## src/rtl/fetch_buffer.sv

```systemverilog
`timescale 1ns/1ps
// fetch_buffer: circular queue of dual-instruction fetch packets between the
// IF/icache stage and the FIFO->ID register. The oldest packet is presented
// first-word-fall-through on the fifo_* bus.
// Optional feature: define FETCH_BUF_BYPASS_EN to let a packet pass
// combinationally from if_* to fifo_* when the buffer is empty.
module fetch_buffer #(
  parameter int          DEPTH    = 8,
  parameter logic [31:0] INST_NOP = 32'h0340_0000,
  parameter logic [31:0] PC_RESET = 32'h1C00_0000
) (
  input  logic        clk,
  input  logic        rstn,
  input  logic        fetch_buf_flush,
  input  logic        if_valid,
  output logic        fetch_buf_ready,
  input  logic [31:0] if_inst0,
  input  logic [31:0] if_inst1,
  input  logic [31:0] if_pc,
  input  logic [31:0] if_pcAdd,
  input  logic [31:0] if_pc_next,
  input  logic [31:0] if_badv,
  input  logic [31:0] if_cookie_out,
  input  logic [6:0]  if_exception,
  input  logic [1:0]  if_excp_flag,
  input  logic [1:0]  if_ibar_flag,
  input  logic        if_cacop_ready,
  input  logic        if_cacop_complete,
  output logic        fifo_valid,
  input  logic        fifo_ready,
  output logic [31:0] fifo_inst0,
  output logic [31:0] fifo_inst1,
  output logic [31:0] fifo_pc,
  output logic [31:0] fifo_pcAdd,
  output logic [31:0] fifo_pc_next,
  output logic [31:0] fifo_badv,
  output logic [31:0] fifo_cookie_out,
  output logic [6:0]  fifo_exception,
  output logic [1:0]  fifo_excp_flag,
  output logic [1:0]  fifo_ibar_flag,
  output logic        fifo_cacop_ready,
  output logic        fifo_cacop_complete,
  output logic        fetch_buf_empty,
  output logic        fetch_buf_full
);

  localparam int AW = $clog2(DEPTH);
  localparam int PW = 7 * 32 + 7 + 2 + 2 + 1 + 1;
  localparam logic [AW:0] PTR_ONE = {{AW{1'b0}}, 1'b1};

  logic [PW-1:0] r_mem [DEPTH];
  logic [AW:0]   r_rp;
  logic [AW:0]   r_wp;

  logic [PW-1:0] w_in;
  logic [PW-1:0] w_empty_pkt;
  logic [PW-1:0] w_out;
  logic          w_empty;
  logic          w_full;
  logic          w_bypass;
  logic          w_push;
  logic          w_pop;

  assign w_in = {if_inst0, if_inst1, if_pc, if_pcAdd, if_pc_next, if_badv,
                 if_cookie_out, if_exception, if_excp_flag, if_ibar_flag,
                 if_cacop_ready, if_cacop_complete};

  assign w_empty_pkt = {INST_NOP, INST_NOP, PC_RESET, PC_RESET, PC_RESET,
                        PC_RESET, PC_RESET, 7'd0, 2'd0, 2'd0, 1'b0, 1'b0};

  // Wrap bit (MSB) separates full from empty when the index bits match.
  assign w_empty = (r_rp == r_wp);
  assign w_full  = (r_rp[AW-1:0] == r_wp[AW-1:0]) && (r_rp[AW] != r_wp[AW]);

`ifdef FETCH_BUF_BYPASS_EN
  assign w_bypass = w_empty && if_valid && !fetch_buf_flush;
`else
  assign w_bypass = 1'b0;
`endif

  // Ready depends only on registered state, so a pop never opens a push slot
  // in the same cycle.
  assign fetch_buf_ready = !w_full;
  assign w_pop  = !w_empty && fifo_ready && !fetch_buf_flush;
  assign w_push = if_valid && !w_full && !fetch_buf_flush &&
                  !(w_bypass && fifo_ready);

  // Pointer update; flush wins over any push or pop in the same cycle.
  always_ff @(posedge clk or negedge rstn) begin
    if (!rstn) begin
      r_rp <= '0;
      r_wp <= '0;
    end else if (fetch_buf_flush) begin
      r_rp <= '0;
      r_wp <= '0;
    end else begin
      if (w_push) r_wp <= r_wp + PTR_ONE;
      if (w_pop)  r_rp <= r_rp + PTR_ONE;
    end
  end

  // Packet storage is deliberately left unreset; only the pointers matter.
  always_ff @(posedge clk) begin
    if (w_push) r_mem[r_wp[AW-1:0]] <= w_in;
  end

  // Head packet selection: bypass input, stored head, or the idle packet.
  always_comb begin
    w_out = w_empty_pkt;
    if (w_bypass)      w_out = w_in;
    else if (!w_empty) w_out = r_mem[r_rp[AW-1:0]];
  end

  assign {fifo_inst0, fifo_inst1, fifo_pc, fifo_pcAdd, fifo_pc_next, fifo_badv,
          fifo_cookie_out, fifo_exception, fifo_excp_flag, fifo_ibar_flag,
          fifo_cacop_ready, fifo_cacop_complete} = w_out;

  assign fifo_valid      = w_bypass || !w_empty;
  assign fetch_buf_empty = w_empty;
  assign fetch_buf_full  = w_full;

endmodule

```

## config.mk

```make
export PLATFORM = sky130hd
export DESIGN_NAME = fetch_buffer
export DESIGN_NICKNAME = d
export VERILOG_FILES = /design/src/rtl/fetch_buffer.sv
export SDC_FILE = /design/constraint.sdc
export NUM_CORES = 1
export LEC_CHECK = 0
export BUFFER_PORTS_ARGS = -buffer_cell sky130_fd_sc_hd__buf_2
export CAP_MARGIN = 0
export CORE_MARGIN = 2
export CORE_UTILIZATION = 45
export DETAILED_ROUTE_END_ITERATION = 10
export PLACE_DENSITY = 0.63
export SYNTH_ARGS = -nofsm -noshare
export SYNTH_HDL_FRONTEND = slang
export SYNTH_SLANG_ARGS = --single-unit
```

## constraint.sdc

```tcl
create_clock -name clk -period 34.1 [get_ports clk]
set_input_delay 1.705 -clock clk [delete_from_list [all_inputs] [get_ports clk]]
set_output_delay 1.705 -clock clk [all_outputs]
set_load 0.01 [all_outputs]
```

## Word level (Yosys, flattened, before mapping)

Memories as Yosys holds them, arrays and structs flattened.
Cells that the tools add are included.

| storage, ports and cells | value |
|---|---|
| register bits after elaboration | 8 |
| bits in writable memories | 1896 |
| input bits | 242 |
| output and inout port bits | 241 |
| logic and storage cells | 25 |
| memories | 1 |

| cells by class | value |
|---|---|
| add/sub/neg operators | 2 |
| eq/ne operators | 3 |
| mux-type cells | 7 |
| reduce and logical (&&, ||, !) cells | 10 |

Memory list:

| name | words | width | rd ports | clocked after Yosys merged registers in | wr ports | line | source |
|---|---|---|---|---|---|---|---|
| r_mem | 8 | 237 | 1 | 0 | 1 | 51 | `logic [PW-1:0] r_mem [DEPTH];` |

Operators by type and width:

| cell | count |
|---|---|
| 237-bit two-way mux | 1 |
| 4-bit two-way mux | 4 |
| 4-bit by 1-bit adder with 4-bit output (second input constant) | 2 |
| 1-bit logical AND | 5 |
| 4-bit == test | 1 |
| 2-bit nonzero test | 2 |
| 3-bit == test | 1 |
| 1-bit logical NOT | 3 |
| 1-bit two-way mux | 2 |
| 1-bit != test | 1 |

## Logic depth before layout (Yosys ltp)

| logic depth | value |
|---|---|
| word-level depth | 7 |
| gate-level depth with buffers | 7 |
| mapped depth without buffers | 4 |

## Least setup slack after synthesis

Ideal clock, no wire load.

| path | value |
|---|---|
| kind | input to register |
| start point | input port fetch_buf_flush |
| end point | memory r_mem[0][0] (netlist name) (enable) |
| setup time | 1.414 ns |
| data arrival time | 24.377 ns |
| data required time | 32.686 ns |
| setup slack | 8.309 ns |
| cell stages on the path | 3 |
| buffers on the path | 1 |
| cell sequence | clkbuf_1 -> or2_2 -> nor4_1 |

| on the way | value |
|---|---|
| longest elaborated chain between the ends | 4 |

RTL lines:

| element | line | source |
|---|---|---|
| start, declared | 14 | `input logic fetch_buf_flush,` |
| 1-bit logical NOT | 85 | `assign w_push = if_valid && !w_full && !fetch_buf_flush &&` |
| 1-bit logical AND | 85 |  |
| 1-bit two-way mux | 104 | `if (w_push) r_mem[r_wp[AW-1:0]] <= w_in;` |
| 1-bit two-way mux (implied by the code) | 104 |  |
| end, declared | 51 |  |

No other way between the ends.

## Final worst setup path

| path | value |
|---|---|
| start point | register r_rp[0] |
| end point | output port fifo_cookie_out[15] |

| on the way | value |
|---|---|
| longest elaborated chain between the ends | 2 |
| elaborated cells on any way between the ends | 3 |
| classes of those cells | eq/ne (1); mux (1); memory (1) |

RTL lines:

| element | line | source |
|---|---|---|
| start, declared | 52 | `logic [AW:0] r_rp;` |
| start signal, assigned | 98 | `if (w_pop) r_rp <= r_rp + PTR_ONE;` |
| memory read 8 x 237 bit / 4-bit == test (equally long branches) | - |  |
| 237-bit two-way mux * | 111 | `else if (!w_empty) w_out = r_mem[r_rp[AW-1:0]];` |
| end, declared | 37 | `output logic [31:0] fifo_cookie_out,` |

Mark *: on every way between the ends. The rest lies on a longest branch, timed or not.

==> flow_summary.json <==
{
  "grt_max_degree": 136,
  "cts-root-buf": "clkbuf_16",
  "area_delta_synth_final_pct": 14.6,
  "yosys_most_used_dff": "edfxtp_1",
  "hpwlAfterDp_mm": 81.7,
  "critPathArrivalTime_ns": 5.55,
  "crit_path_top_delay_cell": "buf_4",
  "yosysWarnings": 0,
  "fin_ws_ns": 26.84,
  "p_seq_share_pct": 49.5,
  "clock_power_share_pct": 38.0,
  "r2r_slack_ns": 28.54,
  "synth_top_area_cell": "edfxtp_1",
  "antenna_found_initial": 59,
  "switchingPower_mw": 1.24,
  "grt_pass1_wl_mm": 225,
  "cts_setup_buffers": 0,
  "nNetsFinal": 3897,
  "cp_num_cells": 8,
  "max-vdd-ir-drop_mv": 0.0481,
  "hold_ws_ns": 0.752,
  "finClkSkew_ns": 0.0385,
  "fmax_ghz": 0.138,
  "start_kind": "flop",
  "fin_util_pct": 52.0,
  "synth.most_common_cell": "edfxtp_1",
  "reg2reg_to": "r_mem[6][106]",
  "min_period_over_period_pct": 21.3,
  "grtUsageMet1_pct": 24.4,
  "avgSynthCellArea_um2": 23.6,
  "p_leak_nw": 26.1,
  "max-cap-violations": 0,
  "initial_core_util_pct": 45.3,
  "grt-ovfl-total": 0,
  "portBuffers": 482,
  "p_comb_share_pct": 12.5,
  "avgViaCountPerCell": 5.51,
  "synthDistinctLibCells": 37,
  "dr.pass1.iters": 5,
  "pre_cts_slack_ns": 27.38,
  "post_cts_resized": 0,
  "critPathMaxFanout": 114,
  "die_x_um": 406,
  "outcome": "complete, no violations",
  "p_per_area_mw_per_mm2": 63.3,
  "reg2reg_from": "r_rp[1]",
  "setup_viol": 0,
  "die_area_mm2": 0.165,
  "synthesis.area_mm2": 0.0728,
  "std_cell_rows": 147,
  "min_period_ns": 7.26,
  "yosys_register_bits": 1904,
  "routed-via-count": 32900,
  "synth_edf_count": 1896,
  "grt_pass1_vias": 34500,
  "cp_common_cell": "buf_4",
  "critical_path.max_stage_delay_ns": 0.89,
  "grt.met3_usage_pct": 4.92,
  "antenna_left": 0,
  "required_ns": 32.39,
  "p_int_mw": 4.04,
  "core_area_mm2": 0.161,
  "ys_seq_area_share_pct": 78.5,
  "yosys-top-cells-count": "1896 x edfxtp_1, 474 x mux4_2, 242 x mux2i_1, 219 x nor2_1, 76 x buf_2",
  "r2r_cells": 8,
  "worst_pin_slew_ns": 1.11,
  "slew_headroom_pct": 25.9,
  "post-route-drc-count": 0,
  "grt_setup_unrepaired": "false",
  "hold_viol": 0,
  "clkTransAtPathRegs_ns": 0.06,
  "busiest_layer": "met2",
  "wl_per_cell_um": 25.6,
  "clk_path_buf_depth": 3,
  "synth_top_area_share_pct": 78.2,
  "async_flop_share_pct": 0.420,
  "syn_inst": 3080,
  "synth.area.top_cells": "edfxtp_1 78%, mux4_2 15%, mux2i_1 3.3%",
  "critPathTopFamily": "buffers and inverters",
  "numCtsBuffers": 192,
  "crit_type": "flop to primary output",
  "slew_violations": 0,
  "die_h_um": 406,
  "fill_cells": 12500,
  "wirelength_mm": 153,
  "grt.total_usage_pct": 18.5,
  "synth.net_count": 3324,
  "drtIter0Drc": 2539,
  "worstPathCellList": "buf_12 > buf_4 > buf_4 > buf_4 > mux4_2 > mux2i_1 > nor2_1 > buf_2",
  "layout-drive-gt1-share_pct": 34.0,
  "gr-usage-met2_pct": 30.2,
  "fin_setup_tns_ns": 0,
  "cts_hold_buffers": 0,
  "cts-htree-levels": 4,
  "cts_sinks": 1904,
  "hold_class": "input pin to asynchronous set/reset pin",
  "crit_buf_inv": 5,
  "cts_tree": "done",
  "p_sw_share_pct": 23.5,
  "num_io_pins": 483,
  "end_kind": "primary output",
  "clock_latency_ns": 0.83,
  "gp_congestion": 0.754
}
## kinds of logic after synthesis
group / share of synthesized area, %
compound gates: 0.0980
fa+ha+maj: 0.0344
flops: 78.5
xor+xnor: 0.158
buf+inv: 1.61
simple gates: 1.57
mux: 18.0
## cells in the final DEF (no fill, tap or decap), types with 23 or more instances in the layout
master / instances
clkinv_1: 39
clkinv_2: 28
mux2i_1: 242
nand2_1: 23
buf_2: 482
nor2_1: 219
clkbuf_1: 50
clkbuf_16: 195
edfxtp_1: 1896
mux4_2: 474
buf_4: 52
## power by group through the flow
stage | Clock, mW | Combinational (mW) | Sequential, mW
after floorplan | 0 | 0.458 | 2.69
after global placement | 0 | 0.674 | 2.66
after detailed placement | 0 | 0.678 | 2.67
after CTS | 2.05 | 0.680 | 2.62
after global routing | 2.14 | 0.717 | 2.62
final | 2.01 | 0.659 | 2.62
## worst register-to-register path, cell delays in order, from the launching register on
cell     delay [ns]
dfrtp_4        0.44
buf_12         0.61
xor2_2         0.35
nor4_4         0.15
nor3_2         0.59
buf_12         0.51
buf_4          0.86
buf_4          0.80
buf_4          0.82
## per-stage QoR
step	total power, mW	instances	instance area, µm²
after floorplan	3.15	3080	72800
final	5.28	5978	83400
after detailed placement	3.34	5619	77400
after CTS	5.35	5962	83400
after global placement	3.34	5619	77400
after global routing	5.48	5971	83400
## state kept, by name (all words and copies together) (netlist names)
| signal | flops |
|---|---|
| r_mem | 1896 |
| r_rp | 4 |
| r_wp | 4 |
## layout make-up
type,count,area (µm²),share of cell area [%]
Inverter,2,15.0,0.0180
Sequential cell,1904,57100,68.5
Clock inverter,98,955,1.14
Clock buffer,245,5070,6.07
Antenna cell,16,40.0,0.0480
Tap cell,2160,2700,3.24
Timing Repair Buffer,542,2960,3.55
Multi-Input combinational cell,1011,14500,17.4
## metal layers
layer	part of all wire (%)	vias to the layer above
li1	-	14100
met5	0.28	-
met2	49	896
met4	2.5	62
met3	6.5	287
met1	41	17600
## worst max path at each step
stage               startpoint                   to  slack [ns]
2_1_floorplan  fetch_buf_flush          r_mem[0][0]        8.31
3_3_place_gp           r_rp[0]         fifo_badv[2]       27.41
3_5_place_dp           r_rp[0]  fifo_cookie_out[15]       27.38
4_1_cts                r_rp[0]  fifo_cookie_out[15]       26.48
5_1_grt                r_rp[0]  fifo_cookie_out[15]       26.22
6_report               r_rp[0]  fifo_cookie_out[15]       26.84
Power figures use the tool's default switching activity.
